<file path="src/rtl/spi_slave_if.sv">
// SPI slave serial front end: deserialises {cmd, payload} frames for the RAM and shifts read data out on MISO.
// Optional `SPI_FRAME_ERR_EN adds a frame_err pulse for frames aborted by ss_n before completion.
module spi_slave_if #(
  parameter int RX_W = 10,
  parameter int TX_W = 8
) (
  input  logic            clk,
  input  logic            rst_n,
  input  logic            ss_n,
  input  logic            mosi,
  output logic            miso,
  output logic [RX_W-1:0] rx_data,
  output logic            rx_valid,
  input  logic [TX_W-1:0] tx_data,
  input  logic            tx_valid
`ifdef SPI_FRAME_ERR_EN
  ,
  output logic            frame_err
`endif
);

  localparam int CNT_W = $clog2(RX_W);

  typedef enum logic [2:0] {
    IDLE,
    CHK_CMD,
    WRITE,
    READ_ADD,
    READ_DATA
  } state_t;

  // Sub-phase of a frame once its type is known.
  typedef enum logic [1:0] {
    PH_RX,
    PH_WAIT,
    PH_TX,
    PH_HOLD
  } phase_t;

  state_t            state, state_nxt;
  phase_t            phase;
  logic [CNT_W-1:0]  bit_cnt;
  logic              rd_addr_done;
  logic [RX_W-2:0]   rx_shift;
  logic [TX_W-2:0]   tx_shift;
  logic              abort;

  assign abort = ss_n && (state != IDLE);

  always_ff @(posedge clk or negedge rst_n) begin
    if (!rst_n) state <= IDLE;
    else        state <= state_nxt;
  end

  always_comb begin
    state_nxt = state;
    if (abort) begin
      state_nxt = IDLE;
    end else begin
      case (state)
        IDLE:    if (!ss_n) state_nxt = CHK_CMD;
        CHK_CMD: begin
          if (!mosi)             state_nxt = WRITE;
          else if (rd_addr_done) state_nxt = READ_DATA;
          else                   state_nxt = READ_ADD;
        end
        default: state_nxt = state;
      endcase
    end
  end

  always_ff @(posedge clk or negedge rst_n) begin
    if (!rst_n) begin
      phase        <= PH_RX;
      bit_cnt      <= '0;
      rd_addr_done <= 1'b0;
      miso         <= 1'b0;
      rx_data      <= '0;
      rx_valid     <= 1'b0;
`ifdef SPI_FRAME_ERR_EN
      frame_err    <= 1'b0;
`endif
    end else begin
      rx_valid  <= 1'b0;
`ifdef SPI_FRAME_ERR_EN
      frame_err <= 1'b0;
`endif
      if (abort) begin
        phase   <= PH_RX;
        bit_cnt <= '0;
        miso    <= 1'b0;
`ifdef SPI_FRAME_ERR_EN
        frame_err <= (phase != PH_HOLD);
`endif
      end else begin
        case (state)
          WRITE, READ_ADD, READ_DATA: begin
            case (phase)
              PH_RX: begin
                if (bit_cnt == CNT_W'(RX_W-1)) begin
                  rx_data  <= {rx_shift, mosi};
                  rx_valid <= 1'b1;
                  bit_cnt  <= '0;
                  phase    <= (state == READ_DATA) ? PH_WAIT : PH_HOLD;
                  if (state == READ_ADD) rd_addr_done <= 1'b1;
                end else begin
                  bit_cnt <= bit_cnt + 1'b1;
                end
              end
              PH_WAIT: begin
                // Only the first tx_valid of the frame is taken.
                if (tx_valid) begin
                  miso    <= tx_data[TX_W-1];
                  bit_cnt <= '0;
                  phase   <= PH_TX;
                end
              end
              PH_TX: begin
                if (bit_cnt == CNT_W'(TX_W-1)) begin
                  miso         <= 1'b0;
                  rd_addr_done <= 1'b0;
                  phase        <= PH_HOLD;
                end else begin
                  miso    <= tx_shift[TX_W-2];
                  bit_cnt <= bit_cnt + 1'b1;
                end
              end
              default: miso <= 1'b0;
            endcase
          end
          default: begin
            phase   <= PH_RX;
            bit_cnt <= '0;
            miso    <= 1'b0;
          end
        endcase
      end
    end
  end

  // Shift registers carry data only; their contents are qualified by phase/bit_cnt.
  always_ff @(posedge clk) begin
    if (phase == PH_RX) rx_shift <= {rx_shift[RX_W-3:0], mosi};
    if (phase == PH_WAIT && tx_valid) tx_shift <= tx_data[TX_W-2:0];
    else if (phase == PH_TX)          tx_shift <= {tx_shift[TX_W-3:0], 1'b0};
  end

endmodule

</file>
<file path="config.mk">
export PLATFORM = sky130hd
export DESIGN_NAME = spi_slave_if
export DESIGN_NICKNAME = d
export VERILOG_FILES = /design/src/rtl/spi_slave_if.sv
export SDC_FILE = /design/constraint.sdc
export NUM_CORES = 1
export LEC_CHECK = 0
export CELL_PAD_IN_SITES_DETAIL_PLACEMENT = 1
export CELL_PAD_IN_SITES_GLOBAL_PLACEMENT = 2
export CORE_MARGIN = 10
export CORE_UTILIZATION = 37
export CTS_BUF_LIST = sky130_fd_sc_hd__clkbuf_16
export CTS_CLUSTER_SIZE = 25
export DETAILED_ROUTE_END_ITERATION = 7
export PLACE_DENSITY_LB_ADDON = 0.25
export SYNTH_ARGS = -nofsm -noshare
export SYNTH_HDL_FRONTEND = slang
export SYNTH_SLANG_ARGS = --single-unit
export TNS_END_PERCENT = 10
</file>
<file path="constraint.sdc">
create_clock -name clk -period 2.7 [get_ports clk]
set_clock_uncertainty 0.15 [all_clocks]
set_input_delay 0.54 -clock clk [delete_from_list [all_inputs] [get_ports clk]]
set_output_delay 0.54 -clock clk [all_outputs]
set_load 0.005 [all_outputs]
</file>
Word-level counts from Yosys, hierarchy flattened
Cells that the tools add are included.

cells by class
  add/subtract/negate cells = 1
  multipliers = 0
  div/mod/pow operators = 0
  $lt $le $gt $ge = 0
  equal/unequal tests = 18
  shift-type cells = 0
  multiplexer cells = 33
  bitwise gates (word level) = 1
  reduce and logical (&&, ||, !) cells = 15

operator list
  kind                   count
  $mux W4                5
  $ne A4 B4 Y1 const B   4
  $mux W7                2
  $mux W2                6
  $mux W3                4
  $pmux W4 S3            1
  $mux W1                11
  $reduce_and A4 Y1      2
  $eq A3 B2 Y1 const B   2
  $ne A2 B2 Y1 const B   3
  $ne A3 B3 Y1 const B   2
  $pmux W2 S3            1
  $pmux W3 S2            1
  $reduce_and A6 Y1      1
  $reduce_bool A3 Y1     2
  $ne A5 B5 Y1 const B   1
  $add A4 B1 Y4 const B  1
  $eq A4 B3 Y1 const B   1
  $eq A4 B4 Y1 const B   1
  $reduce_and A2 Y1      2
  $reduce_bool A2 Y1     2
  $eq A3 B1 Y1 const B   1
  $eq A3 B3 Y1 const B   1
  $logic_not A3 Y1       1
  9 further kinds        10

word-level totals
  register bits after elaboration = 38
  bits in latches = 0
  bits in writable memories = 0
  bits in read-only memories = 0
  input port bits = 13
  output and inout bits = 12
  word-level logic and storage cells = 77
  memories kept = 0

Depth between registers and ports, before layout
Gate-level depths: netlist (run 1).

  depth after elaboration = 6
  mapped depth = 6
  gate-level depth less buffers = 6

Worst setup path before layout (run 1)
Ideal clock, no wire load.

  path type = in2reg
  start = input ss_n
  end = register rx_data[0]
  library setup time = 0.125 ns
  data arrival time = 1.819 ns
  data required time = 2.425 ns
  path slack = 0.606 ns
  cell stages on the path = 5
  buffers on the path = 1
  path through = or4b_1 -> o31a_2 -> nor3_4 -> buf_12 -> mux2_4

between the ends
  longest elaborated chain between the ends = 3

ends and longest elaborated chain
  item                         RTL line  source
  start: declaration           9         input logic ss_n,
  $logic_and A1 B1 Y1          48        assign abort = ss_n && (state != IDLE);
  $not A1 Y1 (no line)         --
  $reduce_and A4 Y1 (no line)  --
  end signal: assignment       101       rx_data <= {rx_shift, mosi};
  end: declaration             12        output logic [RX_W-1:0] rx_data,

No other way between the ends.
A chain may end at the register's enable or synchronous reset.

Worst setup path after layout (run 1)
  start = input ss_n
  end = register rx_data[1]

The elaborated chain is that of the path after synthesis.

==> flow_metrics.tcl, run 1 <==
set metrics [dict create \
    status "finished, final reports clean" \
    syn_inst 125 \
    drv_cap 0 \
    start_util 0.3916 \
    critPathMaxStageDelay_ns 0.48 \
    power_mw 1.420 \
    clkSinkCount 38 \
    htreeDepth 2 \
    die_w_um 88.59 \
    slew_violations 0 \
    numCtsBuffers 5 \
    via_count 1108 \
    portBuffers 24 \
    route.met2.wl_um 1748 \
    cts_setup_buffers 0 \
    min_period_ns 2.268 \
    cts_resized 0 \
    top_layer_used "met4" \
    grt_pass1_wl_um 6141 \
    synth_top_area_share 0.3163 \
    wl_um 3655 \
    r2r_start "phase[0]" \
    fin_util 0.5087 \
    crit_slowest_cell "or4b_1" \
    tightest_slew_ns 0.5280 \
    ys_seq_area_frac 0.5924 \
    ant_nets 0 \
    synth_area_um2 1740 \
    antenna_found_initial 0 \
    tns_ns 0 \
    synth.distinct_cells 36 \
    grt_start_max_net_pins 23 \
    max_freq_ghz 0.4410 \
    crit_fanout 11 \
    avgViaCountPerCell 5.202 \
    crit_chain "clkdlybuf4s50_1 > or4b_1 > o31a_2 > nor3_4 > buf_12 > mux2_1" \
    cts_buffer_depth 2 \
    wire_per_inst_um 17.16 \
    rsz0062_at_grt "no" \
    yosysWarnings 0 \
    clkSlewWorstSetupHoldPaths_ns 0.06 \
    gp_congestion 0.8264 \
    nets 179 \
    ys_ff_latch 38 \
    place_ws_ns 0.1275 \
    hold_buffers 0 \
    drive_gt1_frac 0.2050 \
    grt_overflow_total 0 \
    wl_met1_um 1673 \
    final-hold-violation-count 0 \
    startpoint_type "primary input" \
    dp_hpwl_um 2670 \
    hold_class "reg2reg" \
    relSlewSlack 0.6459 \
    hold_start "rx_shift[3]" \
    arrival_ns 2.28 \
    crit_start "ss_n" \
    root_buffer "clkbuf_16" \
    leakage_nw 0.8979 \
    met3RoutedLength_um 176 \
    synth_top_area_cell "dfrtp_1" \
    crit_path_end "rx_data[1]" \
    clock_latency_ns 0.28 \
    placed_cell_area_um2 2072 \
    first_global_vias 1197 \
    timing.final.crit_share 0.8399 \
    antennaDiodeCount 0 \
    end_kind "flop" \
    r2r_setup_slack_ns 0.55 \
    drc 0 \
    syn_nets 144 \
    die_h_um 88.59 \
    ir_worst_vdd_uv 210.8 \
    syn_to_final_growth_pct 29.91 \
    dieArea_um2 7847 \
    grtUsageTotal 0.09996 \
    finalSetupViolCount 0 \
    tritoncts "yes" \
    p_per_area_nw_per_um2 627.9 \
    rr_worst_depth 6 \
    cp.required_ns 2.71 \
    fillers 447 \
    drtIter0Drc 20 \
    avgSynthCellArea_um2 13.92 \
    design_area_um2 2261 \
    num_rows 24 \
    critPathKind "in2reg" \
    setup_ws_ns 0.4323 \
    r2r_end "phase[0]" \
    drtPass1Iterations 4 \
    yosys-top-cells-area "dfrtp_1 32%, edfxtp_1 28%, mux2_4 7.8%" \
    ios 25 \
    coreArea_um2 4444 \
]
[cells in the mapped netlist]
library cell	number
a211oi_1	1
a21boi_0	1
a21oi_1	6
a311o_1	1
a311oi_1	2
a31oi_1	1
a32o_1	1
a41oi_1	1
and3_1	1
buf_12	1
buf_6	1
dfrtp_1	22
edfxtp_1	16
ha_1	6
inv_1	8
mux2_1	1
mux2_2	7
mux2_4	9
nand2_1	3
nand2b_1	3
nand3_1	4
nand3b_1	4
nand4b_1	2
nor2_1	8
nor2b_1	2
nor3_4	1
nor3b_1	1
nor4_1	1
nor4b_1	1
o21a_1	1
o21ai_0	3
o22ai_1	1
o31a_2	1
o31ai_1	1
or3b_2	1
or4b_1	1
[worst min path at each step]
stage | to | slack [ns] | cells after the start
finish | rx_shift[4] | 0.30 | 0
global route | rx_shift[1] | 0.31 | 0
CTS | rx_shift[1] | 0.30 | 0
detailed placement | rx_shift[1] | 0.29 | 0
global placement | rx_shift[3] | 0.28 | 0
floorplan | bit_cnt[0] | 0.09 | 0
[power breakdown]
group / switching [mW] / internal [mW] / leakage, nW
Sequential: 0.0139 / 0.617 / 0.449
Clock: 0.230 / 0.493 / 0.0922
Combinational: 0.0300 / 0.0364 / 0.356
Total: 0.273 / 1.15 / 0.898
[layer usage]
layer,vias to the layer above,track usage
met5,-,0
met4,0,0.03524
met3,6,0.03585
met2,21,0.1601
met1,551,0.1216
li1,530,-
[through the flow]
step,hold WS [ns],instances
after global placement,0.2782,205
final,0.3011,213
after global routing,0.3098,213
after floorplan,0.09441,125
after detailed placement,0.2859,205
after CTS,0.2997,213
[cell type report]
class	instances	area, µm²	share of cell area
Clock buffer	6	150.1	0.06641
Clock inverter	2	38.79	0.01716
Inverter	8	30.03	0.01328
Multi-Input combinational cell	77	648.1	0.2867
Sequential cell	38	1031	0.4560
Tap cell	52	65.06	0.02878
Timing Repair Buffer	30	297.8	0.1317
[state kept, by name, summed over array words and instances (netlist names), 2 cells and up]
| register | flops |
|---|---|
| rx_data | 10 |
| rx_shift | 9 |
| tx_shift | 7 |
| bit_cnt | 4 |
| state | 3 |
| phase | 2 |
[placed cells by master (no fill, tap or decap), types with 2 or more instances in the layout]
cell type        count
buf_4                5
clkdlybuf4s50_1     24
inv_1                8
clkbuf_16            6
nand2_1              3
o21ai_0              3
nand2b_1             3
nand4b_1             2
nor2b_1              2
mux2_2               7
nor2_1               8
a21oi_1              6
mux2_4               9
ha_1                 6
a311oi_1             2
dfrtp_1             22
nand3_1              4
edfxtp_1            16
nand3b_1             4
[worst max-delay path, delay by kind of cell]
kind | cells | cell delay [ns]
simple gates | 2 | 0.68
buf+inv | 2 | 0.59
mux | 1 | 0.32
compound gates | 1 | 0.16
[kinds of logic (layout without fill, tap and decap cells)]
family                     after synthesis  in the layout  share of synthesized area
muxes                                   17             17                     0.1294
DFF                                     38             38                     0.5924
and+or+nand+nor                         33             33                     0.1172
AOI/OAI and AO/OA                       21             21                    0.08269
adders and majority gates                6              6                    0.04313
buffers and inverters                   10             46                    0.03523
No activity file was read; power rests on OpenSTA's default activity.
==> run 2, diff against run 1 <==
==> constraint.sdc (replaced) <==
create_clock -name clk -period 2.12 [get_ports clk]
set_clock_uncertainty 0.15 [all_clocks]
set_input_delay 0.424 -clock clk [delete_from_list [all_inputs] [get_ports clk]]
set_output_delay 0.424 -clock clk [all_outputs]
set_load 0.005 [all_outputs]
==> flow_metrics.tcl, run 2 (synthesis gave the netlist of run 1 again) <==
set metrics [dict create \
    arrival_ns 2.08 \
    grt_pass1_wl_um 7031 \
    fin_util 0.5335 \
    critPathKind "in2reg" \
    crit_chain "dlygate4sd2_1 > or4b_4 > o31a_4 > nor3_4 > buf_6 > buf_12 > mux2_4" \
    drc 0 \
    max_freq_ghz 0.4850 \
    num_rows 24 \
    r2r_start "state[0]" \
    design_area_um2 2371 \
    reg_top3 "rx_data: 10 flops, rx_shift: 9 flops, tx_shift: 7 flops" \
    hold_depth 0 \
    hold_buffers 0 \
    grt_overflow_total 0 \
    tightest_slew_ns 0.3798 \
    setup_ws_ns 0.05828 \
    rr_worst_depth 6 \
    die_h_um 88.59 \
    wl_um 4183 \
    drive_gt1_frac 0.2738 \
    die_w_um 88.59 \
    r2r_end "rx_data[9]" \
    portBuffers 24 \
    hold_class "reg2reg" \
    clock_latency_ns 0.28 \
    place_ws_ns -0.3772 \
    wire_per_inst_um 19.01 \
    min_to "rx_shift[4]" \
    clkSinkCount 38 \
    largest_reg_flops 10 \
    relSlewSlack 0.7463 \
    tritoncts "yes" \
    drv_cap 0 \
    crit_fanout 6 \
    numCtsBuffers 5 \
    antennaDiodeCount 0 \
    ios 25 \
    finalSetupViolCount 0 \
    crit_slowest_cell "or4b_4" \
    drtIter0Drc 61 \
    status "finished, final reports clean" \
    hold_start "rx_shift[3]" \
    grt_start_max_net_pins 23 \
    slew_violations 0 \
    syn_to_final_growth_pct 36.23 \
    rsz0062_at_grt "yes" \
    drtPass1Iterations 4 \
    start_util 0.3916 \
    timing.final.crit_share 0.9725 \
    critPathMaxStageDelay_ns 0.52 \
    p_per_area_nw_per_um2 791.3 \
    multi_input_area_um2 676.9 \
    gp_congestion 0.8416 \
    via_count 1189 \
    dieArea_um2 7847 \
    cts_buffer_depth 2 \
    end_kind "flop" \
    fillers 450 \
    antenna_found_initial 0 \
    avgViaCountPerCell 5.405 \
    cp.required_ns 2.13 \
    ant_nets 0 \
    nets 186 \
    min_period_ns 2.062 \
    ir_worst_vdd_uv 371.6 \
    final_cell_mix "23 x clkdlybuf4s50_1, 21 x dfrtp_1, 16 x edfxtp_1" \
    seqCellArea_um2 1032 \
    coreArea_um2 4444 \
    r2r_setup_slack_ns 0.06 \
    dp.cells 208 \
    root_buffer "clkbuf_16" \
    leakage_nw 0.9524 \
    final-hold-violation-count 0 \
    grtUsageTotal 0.1183 \
    largest_register "rx_data" \
    placed_cell_area_um2 2095 \
    htreeDepth 2 \
    dp_hpwl_um 2785 \
    startpoint_type "primary input" \
    clkSlewWorstSetupHoldPaths_ns 0.06 \
    final_common_cell "clkdlybuf4s50_1" \
    first_global_vias 1387 \
    final_cell_count_no_fill 220 \
]
[run 2: per-stage QoR]
step | TNS, ns | hold slack, ns | power (mW)
6_report | 0 | 0.3074 | 1.876
3_3_place_gp | -2.956 | 0.2780 | 0.9092
5_1_grt | -0.003107 | 0.3231 | 1.945
4_1_cts | 0 | 0.3102 | 1.891
3_5_place_dp | -4.008 | 0.2911 | 0.9160
2_1_floorplan | 0 | -0.02159 | 0.8520
[run 2: layout make-up]
type / count / share of cell area
clock inverter: 3 / 0.02902
clock buffer: 5 / 0.05277
timing repair buffer: 37 / 0.1573
tap: 52 / 0.02744
multi-input combinational: 77 / 0.2855
inverter: 8 / 0.01266
sequential: 38 / 0.4354
[run 2: report_power, final]
group	internal (mW)	switching, mW	total [mW]
sequential	0.785	0.0122	0.798
clock	0.676	0.293	0.969
combinational	0.0593	0.0507	0.110
total	1.52	0.356	1.88
[run 2: worst max path at each step]
stage,startpoint,end,slack [ns],depth (start not counted)
floorplan,phase[0],rx_data[0],0.1,6
global placement,ss_n,rx_data[1],-0.29,6
detailed placement,ss_n,rx_data[1],-0.38,6
CTS,state[1],rx_data[9],0.006,6
global route,state[0],rx_data[9],-0.003,6
finish,ss_n,rx_data[9],0.06,7
[run 2: what timing repair did]
item,4_1_cts,5_1_grt
gates cloned,1,0
endpoints found under the setup margin,12,12
setup buffers,1,2
pin swaps,2,3
endpoints found under the hold margin,0,0
gates resized for setup,5,5
[run 2: critical path, delay by kind of cell]
family / cells / cell delay (ns)
buf+inv: 3 / 0.52
simple gates: 2 / 0.68
compound gates: 1 / 0.14
mux: 1 / 0.30
[run 2: routing by layer]
metal,vias to the layer above,track usage,wire [µm]
li1,549,-,-
met1,606,0.1266,1682
met2,28,0.1989,2187
met3,6,0.04412,262
met4,0,0.06461,51
met5,-,0,0
==> run 3, diff against run 2 <==
--- a/config.mk
+++ b/config.mk
@@ -5,6 +5,7 @@
 export SDC_FILE = /design/constraint.sdc
 export NUM_CORES = 1
 export LEC_CHECK = 0
+export CAP_MARGIN = 20
 export CELL_PAD_IN_SITES_DETAIL_PLACEMENT = 1
 export CELL_PAD_IN_SITES_GLOBAL_PLACEMENT = 2
 export CORE_MARGIN = 10
@@ -13,6 +14,7 @@
 export CTS_CLUSTER_SIZE = 25
 export DETAILED_ROUTE_END_ITERATION = 7
 export PLACE_DENSITY_LB_ADDON = 0.25
+export SLEW_MARGIN = 20
 export SYNTH_ARGS = -nofsm -noshare
 export SYNTH_HDL_FRONTEND = slang
 export SYNTH_SLANG_ARGS = --single-unit
==> results of run 3 <==
Same layout as run 2: the final DEF is identical, and so are final timing and power.
